==> src/rtl/memmu_sr_angle_reader.sv <==
// ---------------------------------------------------------------------------
// memmu_sr_angle_reader
//
// Reverse path of the MemMU spherical-representation addressing. Walks an
// inclusive range of representation addresses (wrapping 2**N-1 -> 0 when
// first > last). For each address it reads the stored 4-bit correction and
// rebuilds the sensor angle in hundredths of a degree:
//     angle = min(addr*RESOLUTION + correction, MAXFOV)
//
// Ports
//   i_SYSTEM_clk     clock, all state on the rising edge
//   i_SYSTEM_rst     asynchronous active-low reset
//   i_start          start-scan pulse, only honoured in IDLE
//   i_abort          abandon the scan, back to IDLE next cycle, no o_done
//   i_first_addr     first scan address, captured with i_start
//   i_last_addr      last scan address (inclusive), captured with i_start
//   o_rd_en          memory read strobe, one cycle per address
//   o_rd_addr        memory read address, driven only while o_rd_en is high
//   i_rd_correction  correction data, valid the cycle after o_rd_en
//   o_valid          sample valid
//   i_ready          downstream accepts sample
//   o_angle          reconstructed angle, 0..MAXFOV
//   o_addr           address the sample belongs to
//   o_busy           high whenever the FSM is not in IDLE
//   o_done           one-cycle pulse after the last sample is accepted
//   o_dbg_state      current FSM state, for checkers and debug
//
// Handshake: a sample transfers on a rising edge where o_valid and i_ready
// are both high. Once o_valid rises, o_angle/o_addr stay stable and o_valid
// stays high until that transfer, unless i_abort or reset intervene.
// ---------------------------------------------------------------------------
module memmu_sr_angle_reader #(
    parameter int NUMBER_OF_ADDR_BITS = 14,
    parameter int FOV                 = 360
) (
    input  logic                           i_SYSTEM_clk,
    input  logic                           i_SYSTEM_rst,
    input  logic                           i_start,
    input  logic                           i_abort,
    input  logic [NUMBER_OF_ADDR_BITS-1:0] i_first_addr,
    input  logic [NUMBER_OF_ADDR_BITS-1:0] i_last_addr,
    output logic                           o_rd_en,
    output logic [NUMBER_OF_ADDR_BITS-1:0] o_rd_addr,
    input  logic [3:0]                     i_rd_correction,
    output logic                           o_valid,
    input  logic                           i_ready,
    output logic [15:0]                    o_angle,
    output logic [NUMBER_OF_ADDR_BITS-1:0] o_addr,
    output logic                           o_busy,
    output logic                           o_done,
    output logic [2:0]                     o_dbg_state
);

    localparam int N = NUMBER_OF_ADDR_BITS;

    // Integer arithmetic: the +1 rounds the step up so the top address still
    // lands at or beyond MAXFOV; saturation then clips it.
    localparam logic [31:0] LP_RESOLUTION = 32'((FOV * 100) / (2 ** N) + 1);
    localparam logic [31:0] LP_MAXFOV     = 32'(FOV * 100 - 1);
    localparam logic [15:0] LP_MAXFOV_16  = 16'(FOV * 100 - 1);

    typedef enum logic [2:0] {
        S_IDLE = 3'd0,
        S_RD   = 3'd1,
        S_CAP  = 3'd2,
        S_OUT  = 3'd3,
        S_DONE = 3'd4
    } state_t;

    state_t         r_state;
    state_t         w_state_next;
    logic [N-1:0]   r_cur_addr;
    logic [N-1:0]   r_last_addr;
    logic [15:0]    r_angle;
    logic [N-1:0]   r_addr;

    logic           w_start_ok;
    logic           w_xfer;
    logic           w_at_last;
    logic [31:0]    w_sum;
    logic [15:0]    w_angle_sat;

    assign w_start_ok = i_start && !i_abort;
    // An abort in OUT discards the pending sample even with i_ready high.
    assign w_xfer     = (r_state == S_OUT) && i_ready && !i_abort;
    assign w_at_last  = (r_cur_addr == r_last_addr);

    assign w_sum       = (32'(r_cur_addr) * LP_RESOLUTION) + 32'(i_rd_correction);
    assign w_angle_sat = (w_sum > LP_MAXFOV) ? LP_MAXFOV_16 : w_sum[15:0];

    // ---------------- FSM state register ----------------
    always_ff @(posedge i_SYSTEM_clk or negedge i_SYSTEM_rst) begin
        if (!i_SYSTEM_rst) begin
            r_state <= S_IDLE;
        end else begin
            r_state <= w_state_next;
        end
    end

    // ---------------- FSM next state ----------------
    always_comb begin
        w_state_next = r_state;
        if (i_abort) begin
            w_state_next = S_IDLE;
        end else begin
            case (r_state)
                S_IDLE: if (w_start_ok) w_state_next = S_RD;
                S_RD:   w_state_next = S_CAP;
                S_CAP:  w_state_next = S_OUT;
                S_OUT:  if (w_xfer) w_state_next = w_at_last ? S_DONE : S_RD;
                S_DONE: w_state_next = S_IDLE;
                default: w_state_next = S_IDLE;
            endcase
        end
    end

    // ---------------- Datapath registers ----------------
    always_ff @(posedge i_SYSTEM_clk or negedge i_SYSTEM_rst) begin
        if (!i_SYSTEM_rst) begin
            r_cur_addr  <= '0;
            r_last_addr <= '0;
            r_angle     <= '0;
            r_addr      <= '0;
        end else begin
            if (r_state == S_IDLE && w_start_ok) begin
                r_cur_addr  <= i_first_addr;
                r_last_addr <= i_last_addr;
            end else if (r_state == S_CAP && !i_abort) begin
                // Correction arrives the cycle after the read strobe.
                r_angle <= w_angle_sat;
                r_addr  <= r_cur_addr;
            end else if (w_xfer && !w_at_last) begin
                // Natural N-bit overflow gives the 2**N-1 -> 0 wrap.
                r_cur_addr <= r_cur_addr + 1'b1;
            end
        end
    end

    // ---------------- Outputs ----------------
    assign o_rd_en     = (r_state == S_RD);
    assign o_rd_addr   = (r_state == S_RD) ? r_cur_addr : '0;
    assign o_valid     = (r_state == S_OUT);
    assign o_angle     = r_angle;
    assign o_addr      = r_addr;
    assign o_busy      = (r_state != S_IDLE);
    assign o_done      = (r_state == S_DONE);
    assign o_dbg_state = r_state;

endmodule

==> config.mk <==
export PLATFORM = sky130hd
export DESIGN_NAME = memmu_sr_angle_reader
export DESIGN_NICKNAME = d
export VERILOG_FILES = /design/src/rtl/memmu_sr_angle_reader.sv
export SDC_FILE = /design/constraint.sdc
export NUM_CORES = 1
export LEC_CHECK = 0
export ABC_AREA = 1
export BUFFER_PORTS_ARGS = -buffer_cell sky130_fd_sc_hd__buf_2
export CAP_MARGIN = 5
export CORE_ASPECT_RATIO = 0.75
export CORE_MARGIN = 5
export CORE_UTILIZATION = 55
export CTS_CLUSTER_DIAMETER = 200
export DETAILED_ROUTE_END_ITERATION = 12
export PLACE_DENSITY = 0.77
export SYNTH_ARGS = -nofsm -noshare
export SYNTH_HDL_FRONTEND = slang
export SYNTH_SLANG_ARGS = --single-unit
==> constraint.sdc <==
create_clock -name i_SYSTEM_clk -period 5.6 [get_ports i_SYSTEM_clk]
set_input_delay 0.84 -clock i_SYSTEM_clk [delete_from_list [all_inputs] [get_ports i_SYSTEM_clk]]
set_output_delay 0.84 -clock i_SYSTEM_clk [all_outputs]
set_load 0.005 [all_outputs]
==> results by group, run 1 <==
Synth
  – Simple-gate share of the synthesized area: 30.5%
  – Synth Area in XOR/XNOR: 3.67%
  – Top FF cell, synth: dfrtp_1
  – Mux cell area share after synthesis: 0%
  – Asr flop ratio synth: 100%
  – Syn_nets: 618
  – Post-synth EDFFs: 0
  – Synthesized cell area: 4050 um^2
  – Mean Syn Cell Area: 7.40 um^2
  – Largest family of logic cells by synthesized area: simple AND/OR/NAND/NOR gates
  – Post-synth cell types: 37
  – Syn Inst Count: 548
  – FF+latch count, synth: 61
  – Synth Area in Adders: 10.9%
  – Sequential fraction of the synthesis area: 37.7%
  – Number of synthesis warnings: 0
  – Synth Area in Compound Gates: 10.3%

Floorplan
  – DIE AREA: 9200 um^2
  – IO Pins: 88
  – Core area: 7260 um^2
  – Starting Density: 55.8%
  – Die height: 84.3 um
  – Row count: 27
  – Die X: 109 um

Worst setup path
  – Req. time, crit path: 5.88 ns
  – Data arrival, critical path: 3.45 ns
  – Crit start category: primary input
  – Setup CP Type: in -> reg
  – Worst Path Max Fanout: 14
  – Crit end category: register

Timing
  – Period utilization: 56.6%
  – Total Neg Setup Slack: 0 ns
  – Worst clock skew: 0.00618 ns
  – Hold Slack: 0.480 ns
  – Worst setup margin: 2.43 ns
  – Least-Margin Pin Slew: 0.909 ns
  – Fin. Hold Viols: 0
  – RSZ-0062 raised after global routing: false
  – Maximum clock rate: 316 MHz
  – Max Slew Vio Count: 0
  – Final setup fails: 0
  – Slew HR: 39.0%
  – Min cycle time layout: 3.17 ns

Drt
  – Uppermost routed layer: met4
  – Via density: 4.98
  – Met3 routed WL: 528 um
  – Pre-Repair DR Iteration Count: 4
  – Wire per inst: 12.7 um
  – First DRT Iteration DRCs: 196
  – Via Count: 3682
  – Final wirelength: 9.41 mm
  – Routed length on met1: 4.59 mm
  – Routed Antenna Nets: 0
  – DRC viols: 0
  – Met2 WL post-DR: 4.11 mm

Cells and area
  – Commonest cells after routing, fill and taps aside: 183 x nand2_1, 87 x buf_2, 69 x nor2_1, 61 x dfrtp_1, 50 x inv_1
  – Most common cell after layout, fill and taps aside: nand2_1
  – Number of diodes: 0
  – Fraction of layout cells with a size suffix above 1: 20.7%
  – Area grow syn2layout: 16.6%
  – Fin area: 4720 um^2
  – NumNets Final: 704
  – Util after Layout: 65.0%

Global routing
  – Largest net degree at the start of global routing: 62
  – First-pass GRT wire length: 16.4 mm
  – GRT overflow: 0
  – Initial antenna violation count: 0
  – Vias in the first global route: 3626
  – Tot GR Track Use: 22.0%

Placement
  – DP Area: 4550 um^2
  – GPL Wtd Cong: 0.834
  – Buffers on Ports: 87
  – Pre-CTS WS: 2.07 ns
  – HPWL Detailed: 7.03 mm

Pwr
  – Pwr per Cell Area: 530 nW/um^2
  – Static Leak: 0.00260 uW
  – Worst VDD drop: 0.192 mV

Clock network
  – CTS Sinks: 61
  – CTS buffer count: 9
  – Resized Gates After CTS: 0
  – Root Buffer: clkbuf_8
  – CTS tree: built
  – Clock latency on the worst-skew pair: 0.35 ns
  – Post-CTS Setup Inserts: 0
  – Clock-pin transition on the worst setup and hold timing paths: 0.07 ns
  – Longest Clk Path Bufs: 2
  – Post-CTS Hold Buffers: 0
  – H-tree levels: 3

Min path
  – Worst hold path type: reg -> reg

Run status
  – Status: completed

Job
  – Max Cap Viol: 0
-- critical path: stages --
cell,delay (ns)
buf_2,0.11
fa_1,0.53
ha_1,0.17
inv_1,0.06
fa_1,0.39
inv_1,0.09
nand3_1,0.09
nand2_1,0.13
nand3_1,0.10
nand3_1,0.10
nand2_1,0.05
nand2_1,0.07
nand2_1,0.06
nor2_1,0.09
nand2_1,0.07
nand2_2,0.31
nand2_1,0.10
nand2_1,0.07
-- worst paths after layout --
kind / startpoint / to / slack, ns / depth (start not counted)
max: i_rd_correction[1] / o_angle[6] / 2.43 / 18
min: o_addr[2] / o_addr[2] / 0.48 / 2
max reg2reg: r_cur_addr[0] / o_angle[6] / 2.50 / 17
min reg2reg: o_addr[2] / o_addr[2] / 0.48 / 2
max in group asynchronous: i_SYSTEM_rst / r_cur_addr[7] / 4.44 / 2
min in group asynchronous: i_SYSTEM_rst / o_angle[1] / 0.64 / 2
-- sequential cells by signal (all words and copies together), names as in the netlist --
name / count
o_dbg_state: 3
o_angle: 16
r_cur_addr: 14
r_last_addr: 14
o_addr: 14
-- synthesized netlist by cell type, types with 4 or more instances --
master / count / share of area (%)
nand3_1: 16 / 2.0
nand3b_1: 4 / 0.74
nor3_1: 5 / 0.62
inv_1: 50 / 4.6
dfrtp_1: 61 / 38
nor2_1: 69 / 6.4
a21oi_1: 11 / 1.4
o21ai_1: 6 / 0.74
clkbuf_1: 8 / 0.74
nand2_1: 183 / 17
a21oi_2: 8 / 1.7
o21ai_0: 37 / 4.6
xor2_1: 15 / 3.2
nand2_2: 6 / 0.93
fa_1: 4 / 2.0
ha_1: 29 / 9.0
-- final cells by class --
class / count / area [um^2]
Multi-Input combinational cell: 420 / 2240
Inverter: 53 / 199
Sequential cell: 61 / 1530
Timing Repair Buffer: 89 / 450
Tap cell: 101 / 126
Clock buffer: 12 / 155
Clock inverter: 4 / 22.5
Fill cell: 672 / 2540
-- through the flow --
stage,total power [uW],std cells
floorplan,1760,548
global route,2770,740
global placement,2110,724
CTS,2520,740
finish,2500,740
detailed placement,2150,724
-- kinds of logic (layout without fill, tap and decap cells) --
family          count (synthesis)  after routing
simple gates                  299            299
compound gates                 71             71
buf+inv                        67            158
flops                          61             61
fa+ha+maj                      33             33
xor+xnor                       17             17
-- where the power goes --
group / switching [uW] / internal [uW]
Combinational: 794 / 556
Clock: 180 / 183
Sequential: 166 / 625
Total: 1140 / 1360
-- metal layers --
metal	track usage (%)	up-vias
met3	5.46	15
met4	7.68	0
met2	34.3	99
li1	-	1908
met5	0	-
met1	29.7	1660
Note: power is estimated with default switching activity, not from simulation.
==> inputs of run 2 (changes only) <==
--- a/config.mk
+++ b/config.mk
@@ -5,15 +5,15 @@
 export SDC_FILE = /design/constraint.sdc
 export NUM_CORES = 1
 export LEC_CHECK = 0
-export ABC_AREA = 1
+export ABC_AREA = 0
 export BUFFER_PORTS_ARGS = -buffer_cell sky130_fd_sc_hd__buf_2
 export CAP_MARGIN = 5
 export CORE_ASPECT_RATIO = 0.75
 export CORE_MARGIN = 5
-export CORE_UTILIZATION = 55
+export CORE_UTILIZATION = 49
 export CTS_CLUSTER_DIAMETER = 200
 export DETAILED_ROUTE_END_ITERATION = 12
-export PLACE_DENSITY = 0.77
+export PLACE_DENSITY = 0.72
 export SYNTH_ARGS = -nofsm -noshare
 export SYNTH_HDL_FRONTEND = slang
 export SYNTH_SLANG_ARGS = --single-unit
==> constraint.sdc (replaced) <==
create_clock -name i_SYSTEM_clk -period 2.81 [get_ports i_SYSTEM_clk]
set_input_delay 0.4215 -clock i_SYSTEM_clk [delete_from_list [all_inputs] [get_ports i_SYSTEM_clk]]
set_output_delay 0.4215 -clock i_SYSTEM_clk [all_outputs]
set_load 0.005 [all_outputs]
==> results by group, run 2 <==
Timing
  – Worst setup margin: -0.588 ns (-3.02 ns)
  – Least-Margin Pin Slew: 0.825 ns (-0.0833 ns)
  – Worst clock skew: 0.00939 ns (+0.00320 ns)
  – Final setup fails: 16 (+16)
  – Period utilization: 121%
  – Maximum clock rate: 294 MHz
  – Fin. Hold Viols: 0 (unchanged)
  – Slew HR: 45.0% (+5.9 points)
  – Min cycle time layout: 3.40 ns
  – Total Neg Setup Slack: -7.27 ns (-7.27 ns)
  – Max Slew Vio Count: 0 (unchanged)
  – RSZ-0062 raised after global routing: true

Synth
  – Syn Inst Count: 434 (-21%)
  – Asr flop ratio synth: 100% (unchanged)
  – Syn_nets: 504 (-18%)
  – Largest area contributor in the netlist: dfrtp_1
  – Top FF cell, synth: dfrtp_1
  – Number of synthesis warnings: 0 (unchanged)
  – FF+latch count, synth: 61 (unchanged)
  – Synthesized cell area: 3880 um^2 (-4.3%)
  – Synth area leaders: dfrtp_1 39%, nand2_1 11%, ha_1 9.4%, xor2_1 4.3%, xnor2_1 3.8%
  – Post-synth EDFFs: 0 (unchanged)
  – Synth top area share: 39.4% (+1.7 points)
  – Most common library cells after synthesis: 113 x nand2_1, 61 x dfrtp_1, 29 x ha_1
  – Sequential fraction of the synthesis area: 39.4% (+1.7 points)
  – Post-synth cell types: 52 (+41%)
  – Mean Syn Cell Area: 8.93 um^2 (+21%)
  – Top-count cell post-synth: nand2_1

Clock network
  – H-tree levels: 3 (unchanged)
  – Root Buffer: clkbuf_8
  – Longest Clk Path Bufs: 2 (unchanged)
  – Clock latency on the worst-skew pair: 0.34 ns (about the same)
  – Clock-pin transition on the worst setup and hold timing paths: 0.08 ns (about the same)
  – CTS tree: built
  – CTS buffer count: 9 (unchanged)
  – CTS Sinks: 61 (unchanged)

Cells and area
  – Commonest cells after routing, fill and taps aside: 111 x nand2_1, 87 x buf_2, 59 x dfrtp_1, 53 x buf_4, 28 x ha_1
  – Max reg flops: 16 (unchanged)
  – Most common cell after layout, fill and taps aside: nand2_1
  – Fin area: 5200 um^2 (+10%)
  – Area grow syn2layout: 34.0%
  – NumNets Final: 643 (-8.7%)
  – Fraction of layout cells with a size suffix above 1: 35.1% (+14 points)

Worst setup path
  – CP bufs+invs: 2 (-1)
  – Family with the most delay on the worst path: compound AO/OA/AOI/OAI gates
  – Data arrival, critical path: 3.66 ns (+0.21 ns)
  – Crit start category: register
  – Worst path max stage delay: 0.50 ns (-0.03 ns)
  – Req. time, crit path: 3.08 ns (-2.80 ns)
  – Worst Path Max Fanout: 4 (-10)
  – Crit end category: register
  – Worst R2R Setup Slack: -0.59 ns (-3.09 ns)
  – Critical path's slowest cell: fa_1
  – Setup CP Type: reg -> reg
  – Crit path cell chain: fa_1 > ha_2 > inv_2 > fa_2 > nor2b_2 > o2111ai_2 > a2111oi_4 > o41ai_4 > xnor2_2 > buf_4 > a311o_1 > a21oi_1

Global routing
  – GRT overflow: 0 (unchanged)
  – Largest net degree at the start of global routing: 41 (-34%)
  – Initial antenna violation count: 0 (unchanged)
  – First-pass GRT wire length: 18.1 mm (+11%)
  – Vias in the first global route: 3632 (+0.17%)
  – Tot GR Track Use: 23.3% (+1.3 points)

Placement
  – HPWL Detailed: 8.24 mm (+17%)
  – DP Area: 4830 um^2 (+6.1%)
  – Buffers on Ports: 87 (unchanged)
  – GPL Wtd Cong: 0.842 (+0.98%)

Run status
  – Failing checks: negative setup slack
  – Status: finished, violations left

Floorplan
  – Row count: 28 (+3.7%)
  – DIE AREA: 9810 um^2 (+6.6%)
  – Core area: 7810 um^2 (+7.6%)
  – Die height: 87.0 um (+3.2%)
  – Die X: 113 um (+3.3%)
  – IO Pins: 88 (unchanged)
  – Starting Density: 49.6% (-6.2 points)

Min path
  – Worst hold path type: in -> async

Pwr
  – Worst VDD drop: 0.440 mV (+130%)
  – Pwr per Cell Area: 931 nW/um^2 (+76%)
  – Static Leak: 0.00267 uW (+2.6%)

Drt
  – Pre-Repair DR Iteration Count: 5 (+1)
  – Wire per inst: 16.1 um (+26%)
  – First DRT Iteration DRCs: 281 (+43%)
  – Via density: 5.35 (+7.6%)
  – Final wirelength: 11.0 mm (+17%)
  – Via Count: 3661 (-0.57%)
  – Routed Antenna Nets: 0 (unchanged)
  – DRC viols: 0 (unchanged)

Job
  – Max Cap Viol: 0 (unchanged)
## run 2: power breakdown
group / leakage, uW / switching [uW] / internal (uW)
Sequential: 0.000760 / 197 / 1160
Clock: 0.0000933 / 387 / 323
Combinational: 0.00182 / 1450 / 1320
Total: 0.00267 / 2030 / 2810
## run 2: cells by family after synthesis
| family | after synthesis | synth area share [%] |
|---|---|---|
| fa+ha+maj | 33 | 11.4 |
| mux | 6 | 1.55 |
| compound gates | 78 | 14.3 |
| flops | 61 | 39.4 |
| buf+inv | 27 | 2.68 |
| xor+xnor | 37 | 8.55 |
| simple gates | 192 | 22.2 |
## run 2: path summary, 6_finish.rpt
kind | endpoint | depth (start not counted) | startpoint
worst max-delay path | o_angle[8] | 12 | r_cur_addr[1]
worst min-delay path | r_cur_addr[3] | 1 | i_SYSTEM_rst
worst max register to register | o_angle[8] | 12 | r_cur_addr[1]
worst min register to register | o_addr[5] | 2 | o_addr[5]
max in group asynchronous | r_last_addr[10] | 2 | i_SYSTEM_rst
min in group i_SYSTEM_clk | r_last_addr[6] | 3 | i_last_addr[6]
## run 2: metrics by stage
stage | hold slack [ns] | std cells | util, % | total power [uW] | worst slack [ns]
after floorplan | 0.126 | 434 | - | 2820 | -0.306
after global placement | 0.452 | 660 | 61.8 | 3790 | -0.604
after CTS | 0.194 | 681 | 65.6 | 4760 | -0.533
after global routing | 0.243 | 683 | 66.5 | 5210 | -0.701
after detailed placement | 0.464 | 660 | 61.8 | 3890 | -0.676
final | 0.174 | 684 | 66.5 | 4840 | -0.588
## run 2: final cells by class
cell class / count / area [um^2]
well taps: 105 / 131
diodes: 1 / 2.50
multi-input cells: 347 / 2440
clock inverters: 7 / 50.0
clock buffers: 9 / 124
repair buffers: 144 / 878
flip-flops and latches: 61 / 1530
fillers: 618 / 2620
inverters: 10 / 37.5
## run 2: routing by layer
layer / global-route usage [%] / up-vias / wire length, um
li1: - / 1764 / -
met1: 32.6 / 1775 / 5000
met2: 36.4 / 113 / 5150
met3: 6.18 / 9 / 769
met4: 5.35 / 0 / 74
met5: 0 / - / 0
## run 2: worst reg2reg max path: stages, from the launching register on
cell,delay (ns)
dfrtp_2,0.45
fa_1,0.50
ha_2,0.19
inv_2,0.04
fa_2,0.35
nor2b_2,0.14
o2111ai_2,0.16
a2111oi_4,0.46
o41ai_4,0.16
xnor2_2,0.19
buf_4,0.15
a311o_1,0.36
a21oi_1,0.17
## run 2: what timing repair did
action                     4_1_cts  5_1_grt
setup endpoints to repair       16       16
pin swaps                       11        4
gates resized for setup         19       10
setup buffers                    5        3
gates cloned                     1        0
hold buffers                     0        0
